**src/rtl/axi_bus_arb2_if.sv**
```systemverilog
// One port of the two-master arbiter: address, write-data and read-response
// channels with matching master/slave views.
interface axi_bus_arb2_if #(
  parameter int ID_W   = 5,
  parameter int ADDR_W = 32,
  parameter int DATA_W = 64
) ();
  logic [ID_W-1:0]     aid;
  logic [ADDR_W-1:0]   aaddr;
  logic [3:0]          alen;
  logic [1:0]          asize;
  logic [1:0]          aburst;
  logic                awrite;
  logic                avalid;
  logic                aready;

  logic [ID_W-1:0]     wid;
  logic [DATA_W-1:0]   wdata;
  logic [DATA_W/8-1:0] wstrb;
  logic                wlast;
  logic                wvalid;
  logic                wready;

  logic [ID_W-1:0]     rid;
  logic [DATA_W-1:0]   rdata;
  logic                rlast;
  logic                rvalid;
  logic                rready;

  modport master (
    output aid, aaddr, alen, asize, aburst,
    output awrite, avalid,
    input  aready,
    output wid, wdata, wstrb, wlast, wvalid,
    input  wready,
    input  rid, rdata, rlast, rvalid,
    output rready
  );

  modport slave (
    input  aid, aaddr, alen, asize, aburst,
    input  awrite, avalid,
    output aready,
    input  wid, wdata, wstrb, wlast, wvalid,
    output wready,
    output rid, rdata, rlast, rvalid,
    input  rready
  );
endinterface

```
**src/rtl/axi_bus_arb2.sv**
```systemverilog
// Two-master to one-slave bus arbiter: round-robin address grant,
// write data locked to the granted master, reads routed by ID MSB.
module axi_bus_arb2 #(
  parameter int ID_W   = 5,
  parameter int ADDR_W = 32,
  parameter int DATA_W = 64
) (
  input  logic           clk,
  input  logic           reset_n,
  axi_bus_arb2_if.slave  m0,
  axi_bus_arb2_if.slave  m1,
  axi_bus_arb2_if.master s,
  output logic           busy,
  output logic           wlast_err
);

  localparam logic [1:0] IDLE  = 2'd0;
  localparam logic [1:0] ADDR  = 2'd1;
  localparam logic [1:0] WDATA = 2'd2;

  logic [1:0] st_q, st_d;
  logic       grant_q, grant_d;
  logic       rr_last_q, rr_last_d;
  logic [3:0] beat_cnt_q, beat_cnt_d;
  logic [3:0] len_q, len_d;
  logic       werr_q, werr_d;
  logic       busy_q;

  logic in_addr;
  logic in_wdata;
  logic a_hs;
  logic w_hs;
  logic r_sel;

  logic [ID_W-1:0]     g_aid;
  logic [ADDR_W-1:0]   g_aaddr;
  logic [3:0]          g_alen;
  logic [1:0]          g_asize;
  logic [1:0]          g_aburst;
  logic                g_awrite;
  logic                g_avalid;
  logic [ID_W-1:0]     g_wid;
  logic [DATA_W-1:0]   g_wdata;
  logic [DATA_W/8-1:0] g_wstrb;
  logic                g_wlast;
  logic                g_wvalid;

  assign in_addr  = (st_q == ADDR);
  assign in_wdata = (st_q == WDATA);

  assign g_aid    = grant_q ? m1.aid    : m0.aid;
  assign g_aaddr  = grant_q ? m1.aaddr  : m0.aaddr;
  assign g_alen   = grant_q ? m1.alen   : m0.alen;
  assign g_asize  = grant_q ? m1.asize  : m0.asize;
  assign g_aburst = grant_q ? m1.aburst : m0.aburst;
  assign g_awrite = grant_q ? m1.awrite : m0.awrite;
  assign g_avalid = grant_q ? m1.avalid : m0.avalid;
  assign g_wid    = grant_q ? m1.wid    : m0.wid;
  assign g_wdata  = grant_q ? m1.wdata  : m0.wdata;
  assign g_wstrb  = grant_q ? m1.wstrb  : m0.wstrb;
  assign g_wlast  = grant_q ? m1.wlast  : m0.wlast;
  assign g_wvalid = grant_q ? m1.wvalid : m0.wvalid;

  assign a_hs = in_addr & g_avalid & s.aready;
  assign w_hs = in_wdata & g_wvalid & s.wready;

  // Payloads are forced to zero outside their phase so reset clears them at once
  assign s.avalid = in_addr & g_avalid;
  assign s.aid    = in_addr ? {grant_q, g_aid} : '0;
  assign s.aaddr  = in_addr ? g_aaddr  : '0;
  assign s.alen   = in_addr ? g_alen   : '0;
  assign s.asize  = in_addr ? g_asize  : '0;
  assign s.aburst = in_addr ? g_aburst : '0;
  assign s.awrite = in_addr & g_awrite;

  assign s.wvalid = in_wdata & g_wvalid;
  assign s.wid    = in_wdata ? {grant_q, g_wid} : '0;
  assign s.wdata  = in_wdata ? g_wdata : '0;
  assign s.wstrb  = in_wdata ? g_wstrb : '0;
  assign s.wlast  = in_wdata & g_wlast;

  assign m0.aready = in_addr & ~grant_q & s.aready;
  assign m1.aready = in_addr &  grant_q & s.aready;
  assign m0.wready = in_wdata & ~grant_q & s.wready;
  assign m1.wready = in_wdata &  grant_q & s.wready;

  // Read responses bypass the FSM entirely
  assign r_sel     = s.rid[ID_W];
  assign m0.rvalid = s.rvalid & ~r_sel;
  assign m1.rvalid = s.rvalid &  r_sel;
  assign m0.rid    = s.rid[ID_W-1:0];
  assign m1.rid    = s.rid[ID_W-1:0];
  assign m0.rdata  = s.rdata;
  assign m1.rdata  = s.rdata;
  assign m0.rlast  = s.rlast;
  assign m1.rlast  = s.rlast;
  assign s.rready  = r_sel ? m1.rready : m0.rready;

  always_comb begin
    st_d       = st_q;
    grant_d    = grant_q;
    rr_last_d  = rr_last_q;
    beat_cnt_d = beat_cnt_q;
    len_d      = len_q;
    werr_d     = 1'b0;
    unique case (st_q)
      IDLE: begin
        if (m0.avalid | m1.avalid) begin
          grant_d = (m0.avalid & m1.avalid) ? ~rr_last_q : m1.avalid;
          st_d    = ADDR;
        end
      end
      ADDR: begin
        if (a_hs) begin
          rr_last_d  = grant_q;
          len_d      = g_alen;
          beat_cnt_d = '0;
          st_d       = g_awrite ? WDATA : IDLE;
        end
      end
      WDATA: begin
        if (w_hs) begin
          beat_cnt_d = beat_cnt_q + 4'd1;
          werr_d = g_wlast ? (beat_cnt_q != len_q)
                           : (beat_cnt_q == len_q);
          if (g_wlast) st_d = IDLE;
        end
      end
      default: st_d = IDLE;
    endcase
  end

  always_ff @(posedge clk or negedge reset_n) begin
    if (!reset_n) begin
      st_q       <= IDLE;
      grant_q    <= 1'b0;
      rr_last_q  <= 1'b1;
      beat_cnt_q <= '0;
      len_q      <= '0;
      werr_q     <= 1'b0;
      busy_q     <= 1'b0;
    end else begin
      st_q       <= st_d;
      grant_q    <= grant_d;
      rr_last_q  <= rr_last_d;
      beat_cnt_q <= beat_cnt_d;
      len_q      <= len_d;
      werr_q     <= werr_d;
      busy_q     <= (st_d != IDLE);
    end
  end

  assign busy      = busy_q;
  assign wlast_err = werr_q;

endmodule

```
**src/flat_wrapper.sv**
```systemverilog
// flat-port wrapper written by rule: the top's interface ports become plain ports
module axi_bus_arb2_flat 
#(
  parameter int ID_W   = 5,
  parameter int ADDR_W = 32,
  parameter int DATA_W = 64
)
  (clk, reset_n, busy, wlast_err, m0_aid, m0_aaddr, m0_alen, m0_asize, m0_aburst, m0_awrite, m0_avalid, m0_aready, m0_wid, m0_wdata, m0_wstrb, m0_wlast, m0_wvalid, m0_wready, m0_rid, m0_rdata, m0_rlast, m0_rvalid, m0_rready, m1_aid, m1_aaddr, m1_alen, m1_asize, m1_aburst, m1_awrite, m1_avalid, m1_aready, m1_wid, m1_wdata, m1_wstrb, m1_wlast, m1_wvalid, m1_wready, m1_rid, m1_rdata, m1_rlast, m1_rvalid, m1_rready, s_aid, s_aaddr, s_alen, s_asize, s_aburst, s_awrite, s_avalid, s_aready, s_wid, s_wdata, s_wstrb, s_wlast, s_wvalid, s_wready, s_rid, s_rdata, s_rlast, s_rvalid, s_rready);
  axi_bus_arb2_if #(.ID_W(ID_W), .ADDR_W(ADDR_W), .DATA_W(DATA_W)) m0_i ();
  axi_bus_arb2_if #(.ID_W(ID_W), .ADDR_W(ADDR_W), .DATA_W(DATA_W)) m1_i ();
  axi_bus_arb2_if #(.ID_W(ID_W), .ADDR_W(ADDR_W), .DATA_W(DATA_W)) s_i ();
  input  logic clk;
  input  logic reset_n;
  output logic busy;
  output logic wlast_err;
  input wire logic [$bits(m0_i.aid)-1:0] m0_aid;
  input wire logic [$bits(m0_i.aaddr)-1:0] m0_aaddr;
  input wire logic [$bits(m0_i.alen)-1:0] m0_alen;
  input wire logic [$bits(m0_i.asize)-1:0] m0_asize;
  input wire logic [$bits(m0_i.aburst)-1:0] m0_aburst;
  input wire logic [$bits(m0_i.awrite)-1:0] m0_awrite;
  input wire logic [$bits(m0_i.avalid)-1:0] m0_avalid;
  output wire logic [$bits(m0_i.aready)-1:0] m0_aready;
  input wire logic [$bits(m0_i.wid)-1:0] m0_wid;
  input wire logic [$bits(m0_i.wdata)-1:0] m0_wdata;
  input wire logic [$bits(m0_i.wstrb)-1:0] m0_wstrb;
  input wire logic [$bits(m0_i.wlast)-1:0] m0_wlast;
  input wire logic [$bits(m0_i.wvalid)-1:0] m0_wvalid;
  output wire logic [$bits(m0_i.wready)-1:0] m0_wready;
  output wire logic [$bits(m0_i.rid)-1:0] m0_rid;
  output wire logic [$bits(m0_i.rdata)-1:0] m0_rdata;
  output wire logic [$bits(m0_i.rlast)-1:0] m0_rlast;
  output wire logic [$bits(m0_i.rvalid)-1:0] m0_rvalid;
  input wire logic [$bits(m0_i.rready)-1:0] m0_rready;
  input wire logic [$bits(m1_i.aid)-1:0] m1_aid;
  input wire logic [$bits(m1_i.aaddr)-1:0] m1_aaddr;
  input wire logic [$bits(m1_i.alen)-1:0] m1_alen;
  input wire logic [$bits(m1_i.asize)-1:0] m1_asize;
  input wire logic [$bits(m1_i.aburst)-1:0] m1_aburst;
  input wire logic [$bits(m1_i.awrite)-1:0] m1_awrite;
  input wire logic [$bits(m1_i.avalid)-1:0] m1_avalid;
  output wire logic [$bits(m1_i.aready)-1:0] m1_aready;
  input wire logic [$bits(m1_i.wid)-1:0] m1_wid;
  input wire logic [$bits(m1_i.wdata)-1:0] m1_wdata;
  input wire logic [$bits(m1_i.wstrb)-1:0] m1_wstrb;
  input wire logic [$bits(m1_i.wlast)-1:0] m1_wlast;
  input wire logic [$bits(m1_i.wvalid)-1:0] m1_wvalid;
  output wire logic [$bits(m1_i.wready)-1:0] m1_wready;
  output wire logic [$bits(m1_i.rid)-1:0] m1_rid;
  output wire logic [$bits(m1_i.rdata)-1:0] m1_rdata;
  output wire logic [$bits(m1_i.rlast)-1:0] m1_rlast;
  output wire logic [$bits(m1_i.rvalid)-1:0] m1_rvalid;
  input wire logic [$bits(m1_i.rready)-1:0] m1_rready;
  output wire logic [$bits(s_i.aid)-1:0] s_aid;
  output wire logic [$bits(s_i.aaddr)-1:0] s_aaddr;
  output wire logic [$bits(s_i.alen)-1:0] s_alen;
  output wire logic [$bits(s_i.asize)-1:0] s_asize;
  output wire logic [$bits(s_i.aburst)-1:0] s_aburst;
  output wire logic [$bits(s_i.awrite)-1:0] s_awrite;
  output wire logic [$bits(s_i.avalid)-1:0] s_avalid;
  input wire logic [$bits(s_i.aready)-1:0] s_aready;
  output wire logic [$bits(s_i.wid)-1:0] s_wid;
  output wire logic [$bits(s_i.wdata)-1:0] s_wdata;
  output wire logic [$bits(s_i.wstrb)-1:0] s_wstrb;
  output wire logic [$bits(s_i.wlast)-1:0] s_wlast;
  output wire logic [$bits(s_i.wvalid)-1:0] s_wvalid;
  input wire logic [$bits(s_i.wready)-1:0] s_wready;
  input wire logic [$bits(s_i.rid)-1:0] s_rid;
  input wire logic [$bits(s_i.rdata)-1:0] s_rdata;
  input wire logic [$bits(s_i.rlast)-1:0] s_rlast;
  input wire logic [$bits(s_i.rvalid)-1:0] s_rvalid;
  output wire logic [$bits(s_i.rready)-1:0] s_rready;
  assign m0_i.aid = m0_aid;
  assign m0_i.aaddr = m0_aaddr;
  assign m0_i.alen = m0_alen;
  assign m0_i.asize = m0_asize;
  assign m0_i.aburst = m0_aburst;
  assign m0_i.awrite = m0_awrite;
  assign m0_i.avalid = m0_avalid;
  assign m0_aready = m0_i.aready;
  assign m0_i.wid = m0_wid;
  assign m0_i.wdata = m0_wdata;
  assign m0_i.wstrb = m0_wstrb;
  assign m0_i.wlast = m0_wlast;
  assign m0_i.wvalid = m0_wvalid;
  assign m0_wready = m0_i.wready;
  assign m0_rid = m0_i.rid;
  assign m0_rdata = m0_i.rdata;
  assign m0_rlast = m0_i.rlast;
  assign m0_rvalid = m0_i.rvalid;
  assign m0_i.rready = m0_rready;
  assign m1_i.aid = m1_aid;
  assign m1_i.aaddr = m1_aaddr;
  assign m1_i.alen = m1_alen;
  assign m1_i.asize = m1_asize;
  assign m1_i.aburst = m1_aburst;
  assign m1_i.awrite = m1_awrite;
  assign m1_i.avalid = m1_avalid;
  assign m1_aready = m1_i.aready;
  assign m1_i.wid = m1_wid;
  assign m1_i.wdata = m1_wdata;
  assign m1_i.wstrb = m1_wstrb;
  assign m1_i.wlast = m1_wlast;
  assign m1_i.wvalid = m1_wvalid;
  assign m1_wready = m1_i.wready;
  assign m1_rid = m1_i.rid;
  assign m1_rdata = m1_i.rdata;
  assign m1_rlast = m1_i.rlast;
  assign m1_rvalid = m1_i.rvalid;
  assign m1_i.rready = m1_rready;
  assign s_aid = s_i.aid;
  assign s_aaddr = s_i.aaddr;
  assign s_alen = s_i.alen;
  assign s_asize = s_i.asize;
  assign s_aburst = s_i.aburst;
  assign s_awrite = s_i.awrite;
  assign s_avalid = s_i.avalid;
  assign s_i.aready = s_aready;
  assign s_wid = s_i.wid;
  assign s_wdata = s_i.wdata;
  assign s_wstrb = s_i.wstrb;
  assign s_wlast = s_i.wlast;
  assign s_wvalid = s_i.wvalid;
  assign s_i.wready = s_wready;
  assign s_i.rid = s_rid;
  assign s_i.rdata = s_rdata;
  assign s_i.rlast = s_rlast;
  assign s_i.rvalid = s_rvalid;
  assign s_rready = s_i.rready;
  axi_bus_arb2 #(.ID_W(ID_W), .ADDR_W(ADDR_W), .DATA_W(DATA_W)) u_core (.clk(clk), .reset_n(reset_n), .m0(m0_i), .m1(m1_i), .s(s_i), .busy(busy), .wlast_err(wlast_err));
endmodule
```
**config.mk**
```make
export PLATFORM = sky130hd
export DESIGN_NAME = axi_bus_arb2_flat
export DESIGN_NICKNAME = d
export VERILOG_FILES = /design/src/rtl/axi_bus_arb2_if.sv /design/src/rtl/axi_bus_arb2.sv /design/src/flat_wrapper.sv
export SDC_FILE = /design/constraint.sdc
export NUM_CORES = 1
export LEC_CHECK = 0
export BUFFER_PORTS_ARGS = -buffer_cell sky130_fd_sc_hd__buf_2
export CELL_PAD_IN_SITES_DETAIL_PLACEMENT = 0
export CELL_PAD_IN_SITES_GLOBAL_PLACEMENT = 1
export CORE_AREA = 2 2 234 236
export CTS_BUF_LIST = sky130_fd_sc_hd__clkbuf_8 sky130_fd_sc_hd__clkbuf_16
export DETAILED_ROUTE_END_ITERATION = 10
export DIE_AREA = 0 0 236 238
export PLACE_DENSITY = 0.38
export SLEW_MARGIN = 30
export SYNTH_ARGS = -nofsm -noshare
export SYNTH_HDL_FRONTEND = slang
export SYNTH_SLANG_ARGS = --single-unit
```
**constraint.sdc**
```tcl
create_clock -name clk -period 1.55 [get_ports clk]
set_input_delay 0.31 -clock clk [delete_from_list [all_inputs] [get_ports clk]]
set_output_delay 0.31 -clock clk [all_outputs]
set_load 0.01 [all_outputs]
```
==> flow_summary.toml <==
[global_routing]
grt_usage_pct = 6.00
grt_pass1_vias = 4208
grt_start_max_net_pins = 46
antenna_found_initial = 3
grt_pass1_wl_mm = 25.3
overflow = 0

[setup_path]
critPathCaptureType = "output port"
crit_fanout = 7
crit_top_cell = "buf_12"
crit_path_start_kind = "flop"
r2r_cells = 7
path_buf_inv = 4
cp.required_ps = 1240
slowest_delay_ps = 550
cp_top_family = "buffers and inverters"
rr_endpoint = "u_core.len_q[3]$_DFFE_PN0P_"
rrSetupSlack_ps = -170
r2r_start = "u_core.grant_q$_DFFE_PN0P_"
crit_chain = "buf_12, buf_16, buf_12, mux2i_1, nor2_1, buf_2"
cp_slowest_cell = "dfrtp_4"
worstPathArrival_ps = 1600
crit_type = "reg -> out"

[pwr]
switching_share_pct = 43.3
ir_drop_v = 0.000729
power.internal_mw = 4.82
net-switching-power_mw = 3.68
clkPwrFrac_pct = 6.4
p_seq_share_pct = 7.7
p_per_area_nw_per_um2 = 1310
pwr-share-comb_pct = 85.9
cellLeakagePower_nw = 3.45

[logic_synthesis]
synth-async-reset-ratio_pct = 100
synth.ff_latch_count = 14
synth_edf_count = 0
syn_area_um2 = 3720
syn_area_per_cell_um2 = 7.55
synth-main-ff-cell = "dfrtp_1"
ys_warn_count = 0
syn_inst = 493
ys_types = 39
synth-seq-area-share_pct = 9.45

[routing]
drcViolationCount = 0
postRouteAntennaNets = 0
vias_per_cell = 2.91
drt_iter0_drc = 84
wl_mm = 18.9
drt-wirelength-per-cell_um = 12.7
dr.pass1.iters = 4
dr_total_vias = 4311

[placed_design]
dp_hpwl_mm = 16.0
dp.cells = 1462
pre_cts_slack_ps = -168
place.gp.congestion = 0.706
io_buffers = 387

[cts]
clock_sinks = 14
htreeDepth = 1
clk_latency_ps = 240
ctsRootBufferMaster = "clkbuf_16"
clk_path_buf_depth = 2
cts_tree = "built"
cts-buffers-inserted = 3
path_clk_slew_ps = 50

[timing]
finalSetupViolations = 143
max_freq_ghz = 0.523
slew_viol_final = 0
whs_ps = 333
rsz0062_at_grt = "yes"
fin_crit_ps = 1910
fin_crit_sh_pct = 123
worst_slack_ps = -363
skew_ps = 0.931
hold_viol = 0
tns_ps = -37660

[hold_path]
hold_depth = 3
hp-class = "in -> reg"
worstHoldStart = "m1_avalid"
holdPathEnd = "u_core.rr_last_q$_DFFE_PN1P_"

[die]
dieWidth_um = 236
start_util_pct = 6.95
ioPinCount = 604
core_um2 = 53500
core.rowCount = 85
die_y_um = 238
fp.dieArea_um2 = 56200

[final_layout]
layout_common_cells = "buf_2, nor2_1, mux2i_1, buf_4, buf_12"
final_common_cell = "buf_2"
syn_to_final_growth_pct = 74.1
nets = 1114
layout-drive-gt1-share_pct = 65.3
fin_cells = 1480

[outcome]
failed_checks = "negative setup slack"
outcome = "finished, violations left"

[flow_run]
maxCapViolations = 0
-- cell families (layout without fill, tap and decap cells) --
| family | Yosys count | in the layout | share of synthesized area (%) |
|---|---|---|---|
| AOI/OAI and AO/OA | 19 | 19 | 3.63 |
| xor gates and xnor gates | 4 | 4 | 0.942 |
| adders and majority gates | 1 | 1 | 0.336 |
| buffers and inverters | 175 | 464 | 33.7 |
| DFF | 14 | 14 | 9.45 |
| muxes | 129 | 129 | 35.0 |
| other | 1 | 3 | 0.101 |
| and+or+nand+nor | 150 | 150 | 16.9 |
-- cells in the mapped netlist, types with 2 or more instances --
| master | n | area [um2] |
|---|---|---|
| and3b_1 | 2 | 17.5 |
| buf_2 | 6 | 30.0 |
| and3_1 | 2 | 12.5 |
| and2_1 | 5 | 31.3 |
| mux2_2 | 3 | 33.8 |
| buf_4 | 155 | 1160 |
| nand4_1 | 2 | 12.5 |
| xor2_1 | 4 | 35.0 |
| nand2b_1 | 2 | 12.5 |
| clkbuf_1 | 9 | 33.8 |
| nor2_1 | 127 | 477 |
| dfrtp_1 | 13 | 325 |
| nor2b_1 | 3 | 18.8 |
| inv_1 | 2 | 7.51 |
| nand2_1 | 2 | 7.51 |
| buf_1 | 2 | 7.51 |
| a21oi_1 | 8 | 40.0 |
| o21ai_1 | 2 | 10.0 |
| mux2i_1 | 124 | 1240 |
-- layer usage --
metal	wire (um)	GRT usage (%)	part of all wire [%]	vias to the layer above
li1	-	-	-	2074
met1	6200	5.63	33	1831
met2	9820	11.7	52	337
met3	2000	1.97	11	65
met4	821	2.72	4.4	4
met5	23	0	0.12	-
-- worst max-delay path by stage --
stage                                    start     endpoint  slack (ps)  cells after the start
finish              u_core.grant_q$_DFFE_PN0P_   s_wstrb[1]        -360                      6
global route        u_core.grant_q$_DFFE_PN0P_  s_wdata[58]        -440                      5
CTS                 u_core.grant_q$_DFFE_PN0P_   s_wstrb[1]        -390                      6
detailed placement  u_core.grant_q$_DFFE_PN0P_   s_wdata[5]        -170                      5
global placement    u_core.grant_q$_DFFE_PN0P_   s_wdata[5]        -170                      5
floorplan           u_core.grant_q$_DFFE_PN0P_  s_aaddr[11]         110                      5
-- registers in the layout, summed over array words and instances, names as in the netlist --
name	cells
u_core.beat_cnt_q	4
u_core.busy	1
u_core.grant_q	1
u_core.len_q	4
u_core.rr_last_q	1
u_core.st_q	2
u_core.wlast_err	1
-- timing repair --
action                                 in CTS  in global routing
pin swaps                                   3                  1
gates resized for setup                    48                 29
gates cloned                                3                  0
setup endpoints to repair                 139                143
buffers inserted                            7                  3
hold buffers                                1                  0
endpoints found under the hold margin      13                  0
-- final cells by class --
| cell class | instances | area (um2) |
|---|---|---|
| diodes | 1 | 2.50 |
| clock buffers | 4 | 88.8 |
| fillers | 6237 | 47000 |
| inverters | 2 | 7.51 |
| multi-input cells | 305 | 2360 |
| flip-flops and latches | 14 | 357 |
| well taps | 696 | 871 |
| repair buffers | 458 | 2790 |
-- power by group through the flow --
stage / logic, mW / registers [mW] / clock network (mW)
floorplan: 3.85 / 0.582 / 0
global placement: 6.42 / 0.629 / 0
detailed placement: 6.35 / 0.628 / 0
CTS: 7.31 / 0.647 / 0.570
global route: 7.86 / 0.675 / 0.583
finish: 7.30 / 0.652 / 0.545
-- worst register-to-register path, cell delays in order, from the launching register on --
cell and delay [ps]:
dfrtp_4 550, buf_4 170, mux2_4 300, buf_4 160, buf_4 140, buf_12 120
a21oi_1 110, a21oi_1 50
-- metrics by stage --
stage | util [%] | instance area, um2 | total power, mW
after floorplan | - | 3720 | 4.43
after global placement | 11.0 | 5900 | 7.05
after detailed placement | 11.0 | 5900 | 6.98
after CTS | 11.9 | 6350 | 8.53
after global routing | 12.1 | 6470 | 9.12
final | 12.1 | 6470 | 8.50
Power figures use the tool's default switching activity.
